**src/rtl/bios_loader_pkg.sv**
```systemverilog
// rtl/bios_loader_pkg.sv - shared constants and reader FSM state encoding for bios_loader
package bios_loader_pkg;

    localparam int BLK_WORDS = 64;
    localparam int BANK_AW   = 6;
    localparam int BIOS_AW   = 13;

    typedef enum logic [2:0] {
        IDLE,
        SERVE,
        RELEASE,
        FLUSH,
        DRAIN
    } state_t;

endpackage

```
**src/rtl/bios_loader_if.sv**
```systemverilog
// rtl/bios_loader_if.sv - data_io download bus plus system BIOS port, loader side is master
interface bios_loader_if;
    import bios_loader_pkg::*;

    logic               ioctl_download;
    logic               ioctl_wr;
    logic [24:0]        ioctl_addr;
    logic [7:0]         ioctl_dout;
    logic               bios_req;
    logic               bios_wr;
    logic [BIOS_AW-1:0] bios_addr;
    logic [15:0]        bios_din;
    logic               bios_loaded;
    logic               overflow;

    modport master (
        input  ioctl_download, ioctl_wr, ioctl_addr, ioctl_dout, bios_req,
        output bios_wr, bios_addr, bios_din, bios_loaded, overflow
    );

    modport slave (
        output ioctl_download, ioctl_wr, ioctl_addr, ioctl_dout, bios_req,
        input  bios_wr, bios_addr, bios_din, bios_loaded, overflow
    );

endinterface

```
**src/rtl/bios_loader_ram.sv**
```systemverilog
// rtl/bios_loader_ram.sv - two-bank word buffer, one write port and one registered read port
module bios_loader_ram
    import bios_loader_pkg::*;
#(
    parameter int AW = BANK_AW
) (
    input  logic        clk_sdr,
    input  logic        reset_n,
    input  logic        wr_en,
    input  logic [AW:0] wr_addr,
    input  logic [15:0] wr_data,
    input  logic        rd_en,
    input  logic [AW:0] rd_addr,
    output logic [15:0] rd_data
);

    logic [15:0] mem [0:(2**(AW+1))-1];

    always_ff @(posedge clk_sdr) begin
        if (wr_en) begin
            mem[wr_addr] <= wr_data;
        end
    end

    // The read register doubles as the bios_din holding register, so it only
    // advances on an enabled read and clears on reset.
    always_ff @(posedge clk_sdr) begin
        if (!reset_n) begin
            rd_data <= '0;
        end else if (rd_en) begin
            rd_data <= mem[rd_addr];
        end
    end

endmodule

```
**src/rtl/bios_loader.sv**
```systemverilog
// rtl/bios_loader.sv - BIOS image byte packer, ping-pong block buffer and system BIOS port driver
module bios_loader
    import bios_loader_pkg::*;
#(
    parameter int          BLK_WORDS = 64,
    parameter logic [15:0] PAD_WORD  = 16'hFFFF
) (
    input  logic          clk_sdr,
    input  logic          reset_n,
    bios_loader_if.master bus
);

    localparam int AW = $clog2(BLK_WORDS);

    state_t             state, state_nxt;

    logic               dl_q, dl_rise, dl_fall;
    logic               host_wr, host_even, host_odd;
    logic [AW:0]        io_pos;
    logic [1:0]         bank_valid;
    logic [7:0]         low_byte;
    logic               low_pend;
    logic [AW:0]        low_pos;
    logic [AW:0]        fill_pos;
    logic               flush_pend, drain_pend;
    logic               rd_bank;
    logic [AW-1:0]      rd_ptr;
    logic [BIOS_AW-1:0] bios_addr_q;
    logic               loaded_q, overflow_q;

    logic               rd_en, blk_done;
    logic               fl_step, fl_low, fl_wr, fl_done, set_loaded;
    logic [AW:0]        fl_pos;
    logic [15:0]        fl_data;

    logic               ram_we;
    logic [AW:0]        ram_wpos;
    logic [15:0]        ram_wdata, ram_rdata;
    logic               unused_addr;

    assign dl_rise   = bus.ioctl_download & ~dl_q;
    assign dl_fall   = ~bus.ioctl_download & dl_q;
    assign host_wr   = bus.ioctl_wr & bus.ioctl_download & ~dl_rise;
    assign host_even = host_wr & ~bus.ioctl_addr[0];
    assign host_odd  = host_wr & bus.ioctl_addr[0];
    // {bank, word} position of the addressed byte pair
    assign io_pos    = bus.ioctl_addr[AW+1:1];
    assign unused_addr = ^bus.ioctl_addr[24:AW+2];

    // Flush writes only happen with the download low, so they never collide
    // with host writes.
    assign ram_we    = (host_odd & ~bank_valid[io_pos[AW]]) | fl_wr;
    assign ram_wpos  = fl_wr ? fl_pos : io_pos;
    assign ram_wdata = fl_wr ? fl_data : {bus.ioctl_dout, low_byte};

    bios_loader_ram #(.AW(AW)) u_ram (
        .clk_sdr (clk_sdr),
        .reset_n (reset_n),
        .wr_en   (ram_we),
        .wr_addr (ram_wpos),
        .wr_data (ram_wdata),
        .rd_en   (rd_en),
        .rd_addr ({rd_bank, rd_ptr}),
        .rd_data (ram_rdata)
    );

    always_ff @(posedge clk_sdr) begin
        if (!reset_n) begin
            state <= IDLE;
        end else begin
            state <= state_nxt;
        end
    end

    always_comb begin
        state_nxt  = state;
        rd_en      = 1'b0;
        blk_done   = 1'b0;
        fl_step    = 1'b0;
        fl_low     = 1'b0;
        fl_wr      = 1'b0;
        fl_done    = 1'b0;
        set_loaded = 1'b0;
        fl_pos     = fill_pos;
        fl_data    = PAD_WORD;
        if (dl_rise) begin
            state_nxt = IDLE;
        end else begin
            case (state)
                IDLE: begin
                    if (bank_valid[rd_bank]) begin
                        state_nxt = SERVE;
                    end else if (flush_pend) begin
                        state_nxt = FLUSH;
                    end else if (drain_pend) begin
                        state_nxt = DRAIN;
                    end
                end
                SERVE: begin
                    if (bus.bios_req) begin
                        rd_en = 1'b1;
                        if (rd_ptr == '1) begin
                            blk_done  = 1'b1;
                            state_nxt = RELEASE;
                        end
                    end
                end
                RELEASE: begin
                    if (!bus.bios_req) begin
                        state_nxt = IDLE;
                    end
                end
                FLUSH: begin
                    // Dangling low byte first, then pad the partial bank up to its last word.
                    if (low_pend) begin
                        fl_step = 1'b1;
                        fl_low  = 1'b1;
                        fl_pos  = low_pos;
                        fl_data = {8'hFF, low_byte};
                        fl_wr   = ~bank_valid[low_pos[AW]];
                    end else if ((fill_pos[AW-1:0] != '0) && !bank_valid[fill_pos[AW]]) begin
                        fl_step = 1'b1;
                        fl_wr   = 1'b1;
                    end else begin
                        fl_done   = 1'b1;
                        state_nxt = DRAIN;
                    end
                end
                DRAIN: begin
                    set_loaded = (bank_valid == 2'b00);
                    state_nxt  = IDLE;
                end
                default: state_nxt = IDLE;
            endcase
        end
    end

    always_ff @(posedge clk_sdr) begin
        if (!reset_n) begin
            dl_q        <= 1'b0;
            bank_valid  <= 2'b00;
            low_byte    <= 8'h00;
            low_pend    <= 1'b0;
            low_pos     <= '0;
            fill_pos    <= '0;
            flush_pend  <= 1'b0;
            drain_pend  <= 1'b0;
            rd_bank     <= 1'b0;
            rd_ptr      <= '0;
            bios_addr_q <= '0;
            loaded_q    <= 1'b0;
            overflow_q  <= 1'b0;
        end else begin
            dl_q <= bus.ioctl_download;
            if (dl_rise) begin
                bank_valid  <= 2'b00;
                low_pend    <= 1'b0;
                fill_pos    <= '0;
                flush_pend  <= 1'b0;
                drain_pend  <= 1'b0;
                rd_bank     <= 1'b0;
                rd_ptr      <= '0;
                bios_addr_q <= '0;
                loaded_q    <= 1'b0;
                overflow_q  <= 1'b0;
            end else begin
                if (dl_fall) begin
                    flush_pend <= 1'b1;
                end
                if (host_even) begin
                    low_byte <= bus.ioctl_dout;
                    low_pend <= 1'b1;
                    low_pos  <= io_pos;
                end
                if (host_odd) begin
                    low_pend <= 1'b0;
                    fill_pos <= io_pos + 1'b1;
                    if (bank_valid[io_pos[AW]]) begin
                        overflow_q <= 1'b1;
                    end
                end
                if (fl_step) begin
                    fill_pos <= fl_pos + 1'b1;
                end
                if (fl_low) begin
                    low_pend <= 1'b0;
                    if (!fl_wr) begin
                        overflow_q <= 1'b1;
                    end
                end
                if (fl_done) begin
                    flush_pend <= 1'b0;
                    drain_pend <= 1'b1;
                end
                if (set_loaded) begin
                    loaded_q   <= 1'b1;
                    drain_pend <= 1'b0;
                end
                if (rd_en) begin
                    rd_ptr      <= rd_ptr + 1'b1;
                    bios_addr_q <= bios_addr_q + 1'b1;
                end
                // Reader releases one bank while the writer may complete the other.
                if (blk_done) begin
                    bank_valid[rd_bank] <= 1'b0;
                    rd_bank             <= ~rd_bank;
                end
                if (ram_we && (ram_wpos[AW-1:0] == '1)) begin
                    bank_valid[ram_wpos[AW]] <= 1'b1;
                end
            end
        end
    end

    assign bus.bios_wr     = (state == SERVE) || (state == RELEASE);
    assign bus.bios_addr   = bios_addr_q;
    assign bus.bios_din    = ram_rdata;
    assign bus.bios_loaded = loaded_q;
    assign bus.overflow    = overflow_q;

endmodule

```
**src/flat_wrapper.sv**
```systemverilog
// flat-port wrapper written by rule: the top's interface ports become plain ports
module bios_loader_flat import bios_loader_pkg::*;
#(
    parameter int          BLK_WORDS = 64,
    parameter logic [15:0] PAD_WORD  = 16'hFFFF
)
  (clk_sdr, reset_n, bus_ioctl_download, bus_ioctl_wr, bus_ioctl_addr, bus_ioctl_dout, bus_bios_req, bus_bios_wr, bus_bios_addr, bus_bios_din, bus_bios_loaded, bus_overflow);
  bios_loader_if bus_i ();
  input  logic clk_sdr;
  input  logic reset_n;
  input wire logic [$bits(bus_i.ioctl_download)-1:0] bus_ioctl_download;
  input wire logic [$bits(bus_i.ioctl_wr)-1:0] bus_ioctl_wr;
  input wire logic [$bits(bus_i.ioctl_addr)-1:0] bus_ioctl_addr;
  input wire logic [$bits(bus_i.ioctl_dout)-1:0] bus_ioctl_dout;
  input wire logic [$bits(bus_i.bios_req)-1:0] bus_bios_req;
  output wire logic [$bits(bus_i.bios_wr)-1:0] bus_bios_wr;
  output wire logic [$bits(bus_i.bios_addr)-1:0] bus_bios_addr;
  output wire logic [$bits(bus_i.bios_din)-1:0] bus_bios_din;
  output wire logic [$bits(bus_i.bios_loaded)-1:0] bus_bios_loaded;
  output wire logic [$bits(bus_i.overflow)-1:0] bus_overflow;
  assign bus_i.ioctl_download = bus_ioctl_download;
  assign bus_i.ioctl_wr = bus_ioctl_wr;
  assign bus_i.ioctl_addr = bus_ioctl_addr;
  assign bus_i.ioctl_dout = bus_ioctl_dout;
  assign bus_i.bios_req = bus_bios_req;
  assign bus_bios_wr = bus_i.bios_wr;
  assign bus_bios_addr = bus_i.bios_addr;
  assign bus_bios_din = bus_i.bios_din;
  assign bus_bios_loaded = bus_i.bios_loaded;
  assign bus_overflow = bus_i.overflow;
  bios_loader #(.BLK_WORDS(BLK_WORDS), .PAD_WORD(PAD_WORD)) u_core (.clk_sdr(clk_sdr), .reset_n(reset_n), .bus(bus_i));
endmodule
```
**config.mk**
```make
export PLATFORM = sky130hd
export DESIGN_NAME = bios_loader_flat
export DESIGN_NICKNAME = d
export VERILOG_FILES = /design/src/rtl/bios_loader_pkg.sv /design/src/rtl/bios_loader_if.sv /design/src/rtl/bios_loader_ram.sv /design/src/rtl/bios_loader.sv /design/src/flat_wrapper.sv
export SDC_FILE = /design/constraint.sdc
export NUM_CORES = 2
export LEC_CHECK = 0
export ABC_AREA = 1
export CORE_MARGIN = 8
export CORE_UTILIZATION = 40
export CTS_CLUSTER_SIZE = 10
export DETAILED_ROUTE_END_ITERATION = 10
export PLACE_DENSITY = 0.62
export SYNTH_ARGS = -nofsm -noshare
export SYNTH_HDL_FRONTEND = slang
export SYNTH_SLANG_ARGS = --single-unit
```
**constraint.sdc**
```tcl
create_clock -name clk_sdr -period 7.37 [get_ports clk_sdr]
set_clock_uncertainty 0.1 [all_clocks]
set_input_delay 2.211 -clock clk_sdr [delete_from_list [all_inputs] [get_ports clk_sdr]]
set_output_delay 2.211 -clock clk_sdr [all_outputs]
set_load 0.005 [all_outputs]
```
* Word level (Yosys, flattened, before mapping)
Memories as Yosys holds them, arrays and structs flattened. A register that Yosys moved wholly into a read port is not among the register bits.
Cells that the tools add are included.
** Cells by class
- Add/subtract/negate cells :: 4
- Mux-type cells :: 64
- Magnitude comparators :: 7
- Bitwise gates (word level) :: 19
- Eq/ne operators :: 12
- Reductions and logical operators :: 17
** Operator list (count)
- two-way mux 16 bit :: 3
- two-way mux 7 bit :: 6
- two-way mux 1 bit :: 39
- two-way mux 3 bit :: 8
- adder 7 x 1 -> 7 bit, second input constant :: 2
- adder 13 x 1 -> 13 bit, second input constant :: 1
- == test 6 bit, second input constant :: 2
- case mux 3 bit (4 select lines) :: 1
- less-than comparator 1 x 2 -> 1 bit, second input constant :: 5
- two-way mux 2 bit :: 4
- two-way mux 8 bit :: 1
- != test 2 bit, second input constant :: 4
- inverter 1 bit :: 8
- bitwise AND 1 bit :: 7
- adder 6 x 1 -> 6 bit, second input constant :: 1
- == test 3 x 2 -> 1 bit, second input constant :: 2
- AND reduction 6 bit :: 1
- nonzero test 6 bit :: 1
- OR reduction 3 bit :: 2
- logical AND 1 bit :: 4
- != test 4 x 1 -> 1 bit, second input constant :: 1
- OR reduction 4 bit :: 1
- == test 3 x 1 -> 1 bit, second input constant :: 1
- == test 3 bit, second input constant :: 1
- other kinds (14) :: 17
** Word-level totals
- Input bits :: 38
- Output and inout port bits :: 32
- RAM bits :: 2048
- Flip-flop bits (word level) :: 53
- Memories kept :: 1
** Memory list
- u_core.u_ram.mem :: depth 128, bits a word 16, rd ports 1, clocked after Yosys merged registers in 1, wr ports 1, RTL line bios_loader_ram.sv:17 : logic [15:0] mem [0:(2**(AW+1))-1];

* Logic depth before layout (Yosys ltp)
- Word-level depth :: 15
- Gate-level depth with buffers :: 16
- Depth with buffers taken out :: 16

* Hierarchy
From an unflattened synthesis, not the netlist that was laid out.
** Second synthesis, totals
- Cell total of the unflattened synthesis :: 7305
- Area total of the unflattened synthesis :: 85964.9 um2
** By module, submodules not included
- bios_loader_ram :: times used 1, cells an instance 6863, area an instance 82980.8 um2, seq. area each 61819.3 um2
- bios_loader :: times used 1, cells an instance 442, area an instance 2984.1 um2, seq. area each 1061.0 um2

* Least setup slack after synthesis
OpenSTA, ideal clock, no wires.
- Path type :: input to register
- Start point :: input port bus_ioctl_download
- End point :: memory u_core.u_ram.mem[0][0] (data pin)
- Arrival :: 4439 ps
- Cell stages on the path :: 6
- Required time :: 6760 ps
- Path slack :: 2321 ps
- Buffers on the path :: 1
- Cells stage by stage :: nand2_1 > buf_4 > nand3_4 > inv_1 > nand2_1 > nand2_1
** Between the ends
- Longest elaborated chain between the ends :: 3
** Ends and longest elaborated chain
- start: declaration :: RTL line flat_wrapper.sv:11 : input wire logic [$bits(bus_i.ioctl_download)-1:0] bus_ioctl_download;
- bitwise AND 1 bit (*) :: RTL line bios_loader.sv:41 : assign dl_rise = bus.ioctl_download & ~dl_q;
- two-way mux 16 bit or two-way mux 1 bit (tied branches) :: RTL line bios_loader.sv:86 : if (dl_rise) begin
- two-way mux 16 bit (*) :: RTL line bios_loader.sv:54 : assign ram_wdata = fl_wr ? fl_data : {bus.ioctl_dout, low_byte};
- via u_core.ram_wdata[0] :: RTL line bios_loader.sv:38 : logic [15:0] ram_wdata, ram_rdata;
- end: declaration :: RTL line bios_loader_ram.sv:17
The timed path passes the listed nets; every way through them passes the cells marked *.

* Worst setup path in the final report
- Start point :: input port bus_ioctl_download
- End point :: memory u_core.u_ram.mem[90][14], enable pin
** Between the ends
- Longest elaborated chain between the ends :: 8
** Ends and longest elaborated chain
- bitwise AND 1 bit :: RTL line bios_loader.sv:41
- inverter 1 bit (no source line)
- bitwise AND 1 bit :: RTL line bios_loader.sv:43 : assign host_wr = bus.ioctl_wr & bus.ioctl_download & ~dl_rise;
- bitwise AND 1 bit :: RTL line bios_loader.sv:45 : assign host_odd = host_wr & bus.ioctl_addr[0];
- bitwise AND 1 bit :: RTL line bios_loader.sv:52 : assign ram_we = (host_odd & ~bank_valid[io_pos[AW]]) | fl_wr;
- OR 1 bit :: RTL line bios_loader.sv:52
- two-way mux 1 bit :: RTL line bios_loader_ram.sv:20 : if (wr_en) begin
- two-way mux 1 bit (implied by the code) :: RTL line bios_loader_ram.sv:21 : mem[wr_addr] <= wr_data;
Parallel ways exist; a longest one is shown, timed or not.

==> results by group <==
Setup path
  • WP data arrival: 5590 ps
  • CP endpoint kind: flip-flop
  • Setup crit start kind: input pin
  • Crit path max fanout: 11
  • CP Class: input pin to flip-flop
  • CP required: 7830 ps

Global routing
  • Initial antenna violation count: 5
  • Vias in the first global route: 52,600
  • First-pass GRT wire length: 346,000 um
  • Grt ovf: 0
  • Pin count of the biggest net entering global routing: 170
  • GRT Total Usage: 0.197

Timing
  • Final Setup Violations: 0
  • Worst relative slew slack: 0.244
  • FMAX: approximately 0.2 GHz
  • Total negative setup slack: 0 ps
  • Tcrit/Tclk final: 0.697
  • RSZ-0062 raised after global routing: no
  • PnR worst setup slack: 2240 ps
  • Hold_ws: around 360 ps
  • Final Max Tran Viols: 0
  • Final Hold Fails: 0
  • Min cycle time layout: 5130 ps
  • Worst-margin pin slew: 1130 ps

Outcome
  • Status: finished, final reports clean

Yosys
  • Predominant post-synthesis flop cell: edfxtp_1
  • Mapped Area: 85,400 sq um
  • Synth Net Count: 7,347
  • EDFF count, synth: 2,048
  • Area leader, netlist: edfxtp_1
  • Post-Syn Instances: 7,306
  • Seq cells post-synth: 2,117
  • Synth Warn #: 0
  • Share of the synthesized area in the top cell type: 0.720
  • Sequential fraction of the synthesis area: 0.736
  • Synth area leaders: edfxtp_1, nand3_1, nand2_1
  • Syn_area_per_cell: 11.7 sq um
  • Synth cell types: 38
  • Ys async rst share: 0

Placed design
  • Buffers on Ports: 52
  • Post-Place Cells: 9,917
  • DP HPWL: 129,000 um
  • DP Area: 89,700 sq um
  • Global placement routability congestion: 0.862
  • Post-Place Worst Slack: roughly 1400 ps

Clocking
  • CTS H-tree lvls: 4
  • Setup Buffers After CTS: 0
  • Num Clock Sinks: approximately 2,100
  • Max Root-Sink Buffers: 3
  • Clock root cell: clkbuf_16
  • Clock transition at path regs: 60 ps
  • Clk_lat worst skew: 860 ps
  • Post-CTS resize count: 0
  • Hold Buf Count CTS: 0
  • Inserted Clock Buffers: 231
  • CTS tree: done

Die
  • Initial Util: 0.403
  • Die Span X: 478 um
  • Site Rows: approximately 170
  • Die area: roughly 230,000 sq um
  • Die Y-Extent: 478 um
  • Core box area: 212,000 sq um
  • I/O pin cnt: 70

Routing
  • Top sig layer: met5
  • Overall routed net length: 235,000 um
  • Routed Antenna Nets: 0
  • Vias per cell: 5.52
  • Met3 wire len: 19,100 um
  • Metal-1 WL: 99,100 um
  • DR WL met2: 109,000 um
  • DR vias: 56,500
  • DR iter-0 viols: 6,997
  • DR WL/cell: about 23 um
  • DRT Pass-1 Iters: 6
  • Remaining DRCs: 0

Final layout
  • Cell Count, Final, Fillers Out: about 10,000
  • Fin util: 0.453
  • P&R area growth vs syn: 12.4%
  • Layout fillers: ~19,000
  • Fin nets: 7,370
  • Design area: around 96,000 sq um
  • Share of post-route cells with drive strength above 1: 0.0708

Run
  • Max-cap viol count: 0

Power
  • PD cells: 246 nW/um^2
  • Worst vdd ir: roughly 0.26 mV
  • Power Total: approximately 24 mW
  • Leakage: 33.3 nW

Worst hold path
  • Hold crit path type: flip-flop to flip-flop
## critical path, cell delays in order
cell	delay [ps]
clkdlybuf4s50_1	460
nand2_1	140
nand3_1	390
nand2_1	190
nand2_1	90
nand4_1	90
nand2_1	190
inv_2	150
nand2_1	70
inv_2	80
nand3_1	430
nor2_1	780
buf_4	310
## routing by layer
metal / vias up / GRT usage
met3: 381 / 0.0315
met4: 2 / 0.0698
li1: 25900 / -
met5: - / 0
met1: 27800 / 0.280
met2: 2401 / 0.310
## cells in the mapped netlist (all sizes together) (2+ instances only)
cell	number
ha	3
inv	97
or2	10
nor2	202
buf	105
dfxtp	69
a21oi	32
nand3	2076
nand4	20
nor4	3
clkbuf	373
nor3	10
nand2	2195
o21ai	41
nor3b	2
edfxtp	2048
xor2	6
clkinv	5
## layout by cell type (no fill, tap or decap), drive strengths merged, types with 2 or more instances in the layout
cell           Yosys  routed
nor3              10      10
buf              105     216
a21oi             32      32
or2               10      10
nor2             202     202
nand4             20      20
clkinv             5      10
nor4               3       3
diode              0       3
edfxtp          2048    2048
nor3b              2       2
nand2           2195    2195
clkbuf           373     303
ha                 3       3
clkdlybuf4s50      0      52
inv               97     106
dfxtp             69      69
nand3           2076    2076
xor2               6       6
o21ai             41      41
## logic make-up after synthesis
kind of cell,count (synthesis),share of synthesized area
compound gates,80,0.00504
xor+xnor,7,0.000718
simple gates,4519,0.231
buf+inv,580,0.0263
flops,2117,0.736
fa+ha+maj,3,0.000440
## power by group
| part | internal (mW) | total [mW] | switching (mW) |
|---|---|---|---|
| clock | 5.70 | 10.1 | 4.41 |
| combinational | 0.0710 | 0.367 | 0.296 |
| sequential | 13.1 | 13.1 | 0.00642 |
| total | 18.9 | 23.6 | 4.71 |
## area by class of cell
cell class	count	area [sq um]	area share
repair buffers	268	2480	0.0258
diodes	3	7.51	0.0000782
clock inverters	14	199	0.00207
multi-input cells	4609	20400	0.212
flip-flops and latches	2117	62900	0.655
inverters	102	408	0.00425
clock buffers	303	6120	0.0638
well taps	2821	3530	0.0368
## final timing paths
| kind | startpoint | endpoint | slack [ps] | depth (start not counted) |
|---|---|---|---|---|
| min | u_core.bus.bios_loaded$_SDFFE_PP0P_ | u_core.bus.bios_loaded$_SDFFE_PP0P_ | 360 | 2 |
| max reg2reg | u_core.rd_ptr[0]$_SDFFE_PP0P_ | u_core.u_ram.rd_data[13]$_SDFFE_PN0P_ | 3020 | 12 |
| max | bus_ioctl_download | u_core.u_ram.mem[90][14]$_DFFE_PP_ | 2240 | 13 |
| min reg2reg | u_core.bus.bios_loaded$_SDFFE_PP0P_ | u_core.bus.bios_loaded$_SDFFE_PP0P_ | 360 | 2 |
## sequential cells by signal (all words and copies together), names as in the netlist
signal and flops:
u_core.bank_valid 2, u_core.bus.bios_addr 13, u_core.bus.bios_loaded 1, u_core.bus.overflow 1, u_core.dl_q 1, u_core.drain_pend 1
u_core.fill_pos 7, u_core.flush_pend 1, u_core.low_byte 8, u_core.low_pend 1, u_core.low_pos 7, u_core.rd_bank 1
u_core.rd_ptr 6, u_core.state 3, u_core.u_ram.mem 2048, u_core.u_ram.rd_data 16
(Power assumes the default switching activity.)
